## config.mk

```make
export PLATFORM = sky130hd
export DESIGN_NAME = reg_file_wb
export DESIGN_NICKNAME = d
export VERILOG_FILES = /design/src/rtl/reg_file_wb.sv
export SDC_FILE = /design/constraint.sdc
export NUM_CORES = 1
export LEC_CHECK = 0
export ABC_CLOCK_PERIOD_IN_PS = 11500
export CORE_UTILIZATION = 35
export DETAILED_ROUTE_END_ITERATION = 10
export PLACE_DENSITY = 0.54
export SETUP_SLACK_MARGIN = 0.2
export SLEW_MARGIN = 10
export SYNTH_ARGS = -nofsm -noshare
export SYNTH_HDL_FRONTEND = slang
export SYNTH_SLANG_ARGS = --single-unit
```

## constraint.sdc

```tcl
create_clock -name clk -period 11.5 [get_ports clk]
set_input_delay 2.3 -clock clk [delete_from_list [all_inputs] [get_ports clk]]
set_output_delay 2.3 -clock clk [all_outputs]
set_load 0.005 [all_outputs]
```

## src/rtl/reg_file_wb.sv

```systemverilog
// 16 x 8 register file with ALU/load writeback arbitration,
// write-through read bypass and a per-register load scoreboard.
module reg_file_wb #(
  parameter int unsigned NUM_REGS = 16,
  parameter int unsigned DATA_W   = 8,
  parameter int unsigned PCT_IDX  = 1,
  parameter int unsigned LSB_IDX  = 2,
  parameter int unsigned MSB_IDX  = 3,
  parameter int unsigned PTN_IDX  = 4
) (
  input  logic                clk,
  input  logic                reset,
  input  logic [3:0]          rd_addr,
  output logic [DATA_W-1:0]   rf_reg_out,
  output logic [DATA_W-1:0]   rpct,
  output logic [DATA_W-1:0]   rlsb,
  output logic [DATA_W-1:0]   rmsb,
  output logic [DATA_W-1:0]   rptn,
  input  logic                wb_en,
  input  logic [3:0]          wb_addr,
  input  logic [DATA_W-1:0]   wb_data,
  input  logic                ld_issue,
  input  logic [3:0]          ld_issue_addr,
  input  logic                ld_valid,
  input  logic [3:0]          ld_addr,
  input  logic [DATA_W-1:0]   ld_data,
  output logic                ld_ready,
  output logic                rd_busy,
  output logic                issue_stall,
  output logic [NUM_REGS-1:0] sb_pending
);

  localparam logic [3:0] PCT_A = 4'(PCT_IDX);
  localparam logic [3:0] LSB_A = 4'(LSB_IDX);
  localparam logic [3:0] MSB_A = 4'(MSB_IDX);
  localparam logic [3:0] PTN_A = 4'(PTN_IDX);

  logic [DATA_W-1:0]   regs_q [NUM_REGS];
  logic [DATA_W-1:0]   regs_d [NUM_REGS];
  logic [NUM_REGS-1:0] sb_q;
  logic [NUM_REGS-1:0] sb_d;
  logic                ld_fire;

  assign ld_ready = ~wb_en;
  assign ld_fire  = ld_valid & ld_ready;

  // Only one write per cycle, so the next-state array doubles as the bypass view.
  always_comb begin
    regs_d = regs_q;
    if (wb_en) begin
      regs_d[wb_addr] = wb_data;
    end else if (ld_fire) begin
      regs_d[ld_addr] = ld_data;
    end
  end

  always_comb begin
    sb_d = sb_q;
    if (ld_fire) begin
      sb_d[ld_addr] = 1'b0;
    end
    if (ld_issue) begin
      sb_d[ld_issue_addr] = 1'b1;
    end
  end

  always_ff @(posedge clk or posedge reset) begin
    if (reset) begin
      for (int i = 0; i < int'(NUM_REGS); i++) begin
        regs_q[i] <= '0;
      end
      sb_q <= '0;
    end else begin
      regs_q <= regs_d;
      sb_q   <= sb_d;
    end
  end

  assign rf_reg_out = reset ? '0 : regs_d[rd_addr];
  assign rpct       = reset ? '0 : regs_d[PCT_A];
  assign rlsb       = reset ? '0 : regs_d[LSB_A];
  assign rmsb       = reset ? '0 : regs_d[MSB_A];
  assign rptn       = reset ? '0 : regs_d[PTN_A];

  assign sb_pending  = sb_q;
  assign issue_stall = sb_q[ld_issue_addr];
  assign rd_busy     = sb_q[rd_addr] &
                       ~(ld_fire & (ld_addr == rd_addr));

endmodule

```

# After elaboration in Yosys (flattened, before gate mapping)
# Index checks and enable logic that the tools add are counted.
# word_totals
elab_cells,69
regBits,144
out_inout_bits,59
inputBits,37
# op_classes
bitwise_logic,11
magnitude_cmp,10
n_eq_ne,1
n_reduce_logical,4
mux,26
# ops
operator,count
bitwise mux 128 bit,2
two-way mux 128 bit,2
two-way mux 8 bit,9
demux 8 bit (select 4 bit),2
binary-select mux 8 bit (select 4 bit),1
two-way mux 16 bit,2
bitwise AND 16 bit,1
inverter 16 bit,1
OR 16 bit,1
"greater-or-equal comparator 5 bit, second input constant",3
"less-than comparator 4 x 5 -> 1 bit, second input constant",3
inverter 4 -> 5 bit,3
"less-than comparator 5 x 1 -> 1 bit, second input constant",2
binary-select mux 1 bit (select 4 bit),2
demux 1 bit (select 4 bit),2
"greater-or-equal comparator 4 x 1 -> 1 bit, second input constant",2
equality test 4 bit,1
logical AND 1 bit,4
two-way mux 1 bit,4
bitwise AND 1 bit,3
inverter 1 bit,2

# Depth between registers and ports, before layout
# Gate-level depths: netlist of run 1.
# logic_depth
word_depth,12
ltp_mapped,11

# Worst setup path before layout of run 1
# Ideal clock, no wire load.
# synth_path
path_kind,input port to output port
startpoint,input port reset
endpoint,output port rf_reg_out[6]
path_slack_ns,1.437
stages,4
t_required_ns,9.200
arrival_ns,7.763
path_buffers,2
path_cell_list,clkbuf_1 > inv_1 > clkbuf_1 > o221a_2
# synth_between
elab_chain_len,1
# synth_lines
item,line,source
"start, declared",12,"input logic reset,"
two-way mux 8 bit,79,assign rf_reg_out = reset ? '0 : regs_d[rd_addr];
"end, declared",14,"output logic [DATA_W-1:0] rf_reg_out,"
# Every way passes these cells.

# Worst setup path in the final report of run 1
# layout_path
startpoint,input port ld_addr[1]
endpoint,output port rf_reg_out[4]
# layout_between
elab_chain_len,12
# layout_lines
item,line,source
"start, declared",25,"input logic [3:0] ld_addr,"
inverter 4 -> 5 bit (implied by the code) (*),53,regs_d[ld_addr] = ld_data;
greater-or-equal comparator 5 bit (implied by the code) / less-than comparator 5 x 1 -> 1 bit (equally long branches),53,
logical AND 1 bit (implied by the code),53,
two-way mux 8 bit (implied by the code),53,
demux 8 bit (select 4 bit) (*),53,
bitwise mux 128 bit (*),53,
two-way mux 128 bit (*),52,end else if (ld_fire) begin
two-way mux 128 bit (*),50,if (wb_en) begin
binary-select mux 8 bit (select 4 bit) (*),79,
two-way mux 8 bit (implied by the code) (*) (2 in a row),79,
two-way mux 8 bit (*),79,
# Every way passes the cells marked *; elsewhere a longest branch is shown, timed or not. The select of a mux whose other input is x is not followed.

==> impl_metrics.env, run 1 <==
export IMPL_die_area_um2=30900
export IMPL_die_h_um=176
export IMPL_drt_iter0_markers=955
export IMPL_synth_fa_ha_area_frac=0
export IMPL_status="finished clean"
export IMPL_clock_skew_ns=0
export IMPL_synthXorXnorAreaFrac=0.00414
export IMPL_clk_path_buf_depth=2
export IMPL_initial_core_util=0.356
export IMPL_num_antenna_cells=0
export IMPL_yosys_area_share_simple=0.160
export IMPL_grt_total_usage=0.268
export IMPL_final_max_slew_violation_count=0
export IMPL_synth_largest_area_cell="dfrtp_1"
export IMPL_area_growth_pct=17.4
export IMPL_crit_type="input pin to output pin"
export IMPL_drc=0
export IMPL_syn_inst=1111
export IMPL_synth_main_ff_cell="dfrtp_1"
export IMPL_finalCriticalPeriod_ns=8.64
export IMPL_synth_top_cell_area_share=0.341
export IMPL_grt_pass1_vias=9316
export IMPL_crit_fanout=14
export IMPL_critPathLaunchType="input pin"
export IMPL_max_clock_freq_mhz=116
export IMPL_path_cells="clkdlybuf4s50_1 > nor4b_4 > nand2_1 > mux2i_1 > a22oi_1 > nand4_1 > a31o_2 > a31oi_1 > clkdlybuf4s50_1"
export IMPL_synthArstFlopShare=1.00
export IMPL_synth_seq_area_share=0.341
export IMPL_cts_sinks=144
export IMPL_die_w_um=176
export IMPL_synth_compound_area_frac=0.176
export IMPL_final_nets=1179
export IMPL_viasPerCell=6.28
export IMPL_crit_top_cell="clkdlybuf4s50_1"
export IMPL_setup_viol=0
export IMPL_cts_tree="built"
export IMPL_finalCritPeriodShare=0.751
export IMPL_drt_total_wl_um=41300
export IMPL_grt_max_degree=93
export IMPL_antenna_found_initial=0
export IMPL_grt_overflow_total=0
export IMPL_path_clk_slew_ns=0.06
export IMPL_relSlewSlack=0.194
export IMPL_num_rows=63
export IMPL_hold_path_class="flop to flop"
export IMPL_p_leak_nw=5.33
export IMPL_crit_slowest_cell="nor4b_4"
export IMPL_synth_nets=1148
export IMPL_post_cts_setup_buffers=0
export IMPL_synth_edff_count=0
export IMPL_grt_pass1_wl_um=61700
export IMPL_synth_top_family_by_area="multiplexers"
export IMPL_num_io_pins=96
export IMPL_dr_total_vias=9700
export IMPL_ant_nets=0
export IMPL_finalHoldViolations=0
export IMPL_ys_ff_latch=144
export IMPL_gp_congestion=0.883
export IMPL_cts_buffers=17
export IMPL_cts_resized=0
export IMPL_root_buffer="clkbuf_16"
export IMPL_peakVddDrop_mv=0.0936
export IMPL_critical_path_arrival_ns=6.34
export IMPL_clk_latency_ns=0.43
export IMPL_cp_end_kind="output pin"
export IMPL_netlist_area_um2=10600
export IMPL_synthMuxAreaShare=0.268
export IMPL_power_density_nw_per_um2=174
export IMPL_syn_area_per_cell_um2=9.52
export IMPL_yosys_top_cells_area="dfrtp_1, mux2i_1, nand2_1"
export IMPL_yosysWarningCount=0
export IMPL_post_dp_hpwl_um=26800
export IMPL_coreArea_um2=29700
export IMPL_numPortBuffers=95
export IMPL_cpPeakStageDelay_ns=0.79
export IMPL_dr_pass1_iters=6
export IMPL_cts_htree_levels=4
export IMPL_cp_required_ns=9.20
export IMPL_drive_above_1_share=0.0988
export IMPL_cap_viol_max_count=0
export IMPL_tightest_slew_ns=1.21
export IMPL_ys_types=75
export IMPL_tns_ns=0
export IMPL_ctsHoldBuffers=0
export IMPL_whs_ns=0.550
export IMPL_routedWlPerCell_um=26.8
export IMPL_rsz0062_at_grt="false"
==> synthesized netlist by cell type, types with 3 or more instances <==
master and number:
buf_4 7, nor4_1 5, a31oi_1 12, mux4_2 11, a311oi_1 5, buf_2 31
and2_1 33, o211ai_1 3, nand4_1 6, o21a_1 5, nand3b_1 5, clkbuf_1 71
and3_1 38, dfrtp_1 144, a22oi_1 40, nand2_2 4, a221o_1 9, inv_1 8
o31ai_1 5, o221ai_1 9, a32o_1 4, a221oi_1 17, a22o_1 5, nand3_1 25
o21ai_1 3, and4bb_2 5, a211oi_1 35, mux2i_1 248, nor2_4 3, nor4b_1 4
nand4b_1 3, o21ai_0 32, o22ai_1 7, nand2_1 91, xor2_1 3, buf_1 8
mux2_2 9, nand2b_1 4, nor3_1 3, nor2b_1 13, nor2_1 41, a21oi_1 56
==> cells in the final DEF (no fill, tap or decap), drive strengths merged, types with 7 or more instances in the layout <==
master and instances:
a211oi 35, a221o 9, inv 9, mux2i 248, o22ai 7, mux2 9
a22oi 40, buf 35, a31oi 12, mux4 11, and2 35, clkbuf 20
clkdlybuf4s50 94, nand3 25, nand2 95, dfrtp 144, a21oi 56, clkinv 7
o221ai 9, nor2 44, nand4 7, nor2b 13, o21ai 35, a221oi 17
and3 38
==> logic make-up after synthesis <==
kind of cell           count (synthesis)
AND/OR/NAND/NOR                      300
multiplexers                         268
AO/OA/AOI/OAI                        266
flip-flops                           144
buffers and inverters                128
XOR/XNOR                               5
==> worst paths after layout <==
kind / startpoint / to / slack (ns) / cells past startpoint
worst max-delay path: ld_addr[1] / rf_reg_out[4] / 2.86 / 9
worst min-delay path: sb_pending[1]$_DFF_PP0_ / sb_pending[1]$_DFF_PP0_ / 0.55 / 2
worst max register to register: regs_q[88]$_DFF_PP0_ / regs_q[88]$_DFF_PP0_ / 10.39 / 2
worst min register to register: sb_pending[1]$_DFF_PP0_ / sb_pending[1]$_DFF_PP0_ / 0.55 / 2
max in group asynchronous: reset / regs_q[38]$_DFF_PP0_ / 7.98 / 4
min in group asynchronous: reset / regs_q[67]$_DFF_PP0_ / 2.52 / 3
==> where the power goes <==
part	internal [mW]	total [mW]	switching, mW
combinational	0.359	0.769	0.410
clock	0.367	0.601	0.235
sequential	0.680	0.785	0.105
total	1.41	2.16	0.749
==> registers in the layout (all words and copies together), names as in the netlist <==
register / flops
regs_q: 128
sb_pending: 16
==> through the flow <==
stage	utilization	instance area (µm²)	total power, mW	worst slack (ns)	cells
global route	0.418	12400	2.27	2.70	1544
finish	0.418	12400	2.16	2.86	1544
detailed placement	0.397	11800	1.55	2.95	1513
global placement	0.397	11800	1.53	3.04	1513
CTS	0.418	12400	2.15	2.91	1544
floorplan	-	10600	1.26	1.44	1111
==> layer usage <==
layer,track usage,share of wire,vias to the layer above
li1,-,-,4253
met1,0.380,0.45,4857
met2,0.398,0.44,506
met3,0.0509,0.078,84
met4,0.108,0.032,0
met5,0,0,-
==> worst max-delay path, delay by kind of cell <==
kind / cells / cell delay, ns
multiplexers: 1 / 0.28
buffers and inverters: 2 / 1.18
AND/OR/NAND/NOR: 3 / 1.70
AO/OA/AOI/OAI: 3 / 0.88
==> cell type report <==
cell class	instances	area, µm²
Tap cell	390	488
Clock inverter	11	164
Clock buffer	20	447
Sequential cell	144	3600
Inverter	11	48.8
Timing Repair Buffer	129	1220
Fill cell	2939	17300
Multi-Input combinational cell	839	6440
(Power assumes the default switching activity.)
==> inputs of run 2 (changes only) <==
- ABC_CLOCK_PERIOD_IN_PS: 11500 -> 8200
- clock period: 11.5 -> 8.2 ns (I/O delays scaled with it)
==> impl_metrics.env, run 2 (same netlist as run 1, synthesis figures left out) <==
export IMPL_status="finished clean"
export IMPL_crit_top_cell="clkdlybuf4s50_1"
export IMPL_grt_total_usage=0.275
export IMPL_num_rows=63
export IMPL_cts_htree_levels=4
export IMPL_grt_use_met3=0.0381
export IMPL_cpPeakStageDelay_ns=0.84
export IMPL_grt_use_met1=0.391
export IMPL_path_cells="clkdlybuf4s50_1 > nor4b_4 > nand2_1 > mux2i_1 > a22oi_1 > nand4_1 > a31o_2 > a31oi_1 > clkdlybuf4s50_1"
export IMPL_grt_met2_usage=0.416
export IMPL_cap_viol_max_count=0
export IMPL_drt_iter0_markers=1106
export IMPL_clock_skew_ns=0
export IMPL_cts_sinks=144
export IMPL_dr_total_vias=9753
export IMPL_gp_congestion=0.877
export IMPL_num_io_pins=96
export IMPL_final_area_um2=12400
export IMPL_setup_viol=0
export IMPL_drt_total_wl_um=41900
export IMPL_drive_above_1_share=0.112
export IMPL_cp_required_ns=6.56
export IMPL_sequentialPowerShare=0.375
export IMPL_routedWlPerCell_um=26.9
export IMPL_critPathLaunchType="input pin"
export IMPL_post_cts_setup_buffers=0
export IMPL_netSwitchingFraction=0.362
export IMPL_numPortBuffers=95
export IMPL_p_leak_nw=5.35
export IMPL_top_register="regs_q"
export IMPL_num_antenna_cells=0
export IMPL_finalCriticalPeriod_ns=7.22
export IMPL_cts_buffers=17
export IMPL_initial_core_util=0.356
export IMPL_die_area_um2=30900
export IMPL_relSlewSlack=0.310
export IMPL_power_density_nw_per_um2=236
export IMPL_grt_busiest_layer="met2"
export IMPL_largest_reg_flops=128
export IMPL_power_frac_clock=0.257
export IMPL_grt_pass1_vias=9550
export IMPL_final_common_cell="mux2i_1"
export IMPL_grt_max_degree=71
export IMPL_cp_end_kind="output pin"
export IMPL_hold_path_class="flop to flop"
export IMPL_ant_nets=0
export IMPL_crit_slowest_cell="nor4b_4"
export IMPL_dr_pass1_iters=5
export IMPL_fin_util=0.419
export IMPL_cts_resized=0
export IMPL_grt_pass1_wl_um=63200
export IMPL_area_growth_pct=17.7
export IMPL_die_h_um=176
export IMPL_tightest_slew_ns=1.03
export IMPL_final_nets=1193
export IMPL_crit_buf_inv=2
export IMPL_switching_power_mw=1.06
export IMPL_root_buffer="clkbuf_16"
export IMPL_antenna_found_initial=0
export IMPL_whs_ns=0.542
export IMPL_peakVddDrop_mv=0.111
export IMPL_cell_internal_pwr_mw=1.88
export IMPL_grt_overflow_total=0
export IMPL_crit_type="input pin to output pin"
export IMPL_final_max_slew_violation_count=0
export IMPL_path_clk_slew_ns=0.06
export IMPL_die_w_um=176
export IMPL_comb_power_share=0.367
export IMPL_p_total_mw=2.94
export IMPL_finalCritPeriodShare=0.880
export IMPL_layout_common_cells="mux2i_1, dfrtp_1, clkdlybuf4s50_1"
export IMPL_finalHoldViolations=0
export IMPL_ctsHoldBuffers=0
export IMPL_tns_ns=0
export IMPL_viasPerCell=6.26
export IMPL_cts_tree="built"
export IMPL_critPathTopFamily="simple AND/OR/NAND/NOR gates"
export IMPL_clk_latency_ns=0.43
export IMPL_placed_area_um2=11900
export IMPL_rsz0062_at_grt="false"
export IMPL_coreArea_um2=29700
export IMPL_max_clock_freq_mhz=139
export IMPL_critical_path_arrival_ns=5.58
export IMPL_post_dp_hpwl_um=28600
export IMPL_drc=0
export IMPL_crit_fanout=14
export IMPL_clk_path_buf_depth=2
==> run 2: power groups by stage <==
stage / logic (mW) / registers, mW / clock network, mW
after floorplan: 0.704 / 1.07 / 0
after global placement: 1.05 / 1.09 / 0
after detailed placement: 1.07 / 1.11 / 0
after CTS: 1.07 / 1.10 / 0.762
after global routing: 1.18 / 1.13 / 0.786
final: 1.08 / 1.10 / 0.756
==> run 2: area by class of cell <==
| class | instances | area (µm²) |
|---|---|---|
| multi-input cells | 839 | 6450 |
| well taps | 390 | 488 |
| fillers | 2901 | 17300 |
| clock inverters | 14 | 116 |
| repair buffers | 143 | 1310 |
| flip-flops and latches | 144 | 3600 |
| inverters | 11 | 48.8 |
| clock buffers | 18 | 429 |
==> run 2: per-layer routing <==
| metal | vias to the layer above | routed length, µm |
|---|---|---|
| met5 | - | 0 |
| met4 | 0 | 1510 |
| met3 | 86 | 3420 |
| met2 | 517 | 18500 |
| met1 | 4861 | 18400 |
| li1 | 4289 | - |
==> run 2: worst register-to-register path: stages (launching register included) <==
cell	delay, ns
dfrtp_1	0.39
mux2_2	0.26
a221o_1	0.36
==> run 2: final timing paths <==
check                      slack [ns]                        to  cells after the start                      from
setup / recovery                 0.98             rf_reg_out[4]                      9                ld_addr[1]
hold / removal                   0.54  sb_pending[14]$_DFF_PP0_                      2  sb_pending[14]$_DFF_PP0_
setup reg to reg                 7.05      regs_q[88]$_DFF_PP0_                      2      regs_q[88]$_DFF_PP0_
hold reg to reg                  0.54  sb_pending[14]$_DFF_PP0_                      2  sb_pending[14]$_DFF_PP0_
max in group asynchronous        5.24      regs_q[87]$_DFF_PP0_                      4                     reset
min in group asynchronous        1.73      regs_q[89]$_DFF_PP0_                      3                     reset
==> run 2: through the flow <==
step                worst slack [ns]  instances
floorplan                       2.02       1111
global placement                1.19       1527
detailed placement              1.11       1527
CTS                             1.10       1559
global route                   0.916       1559
finish                         0.982       1559
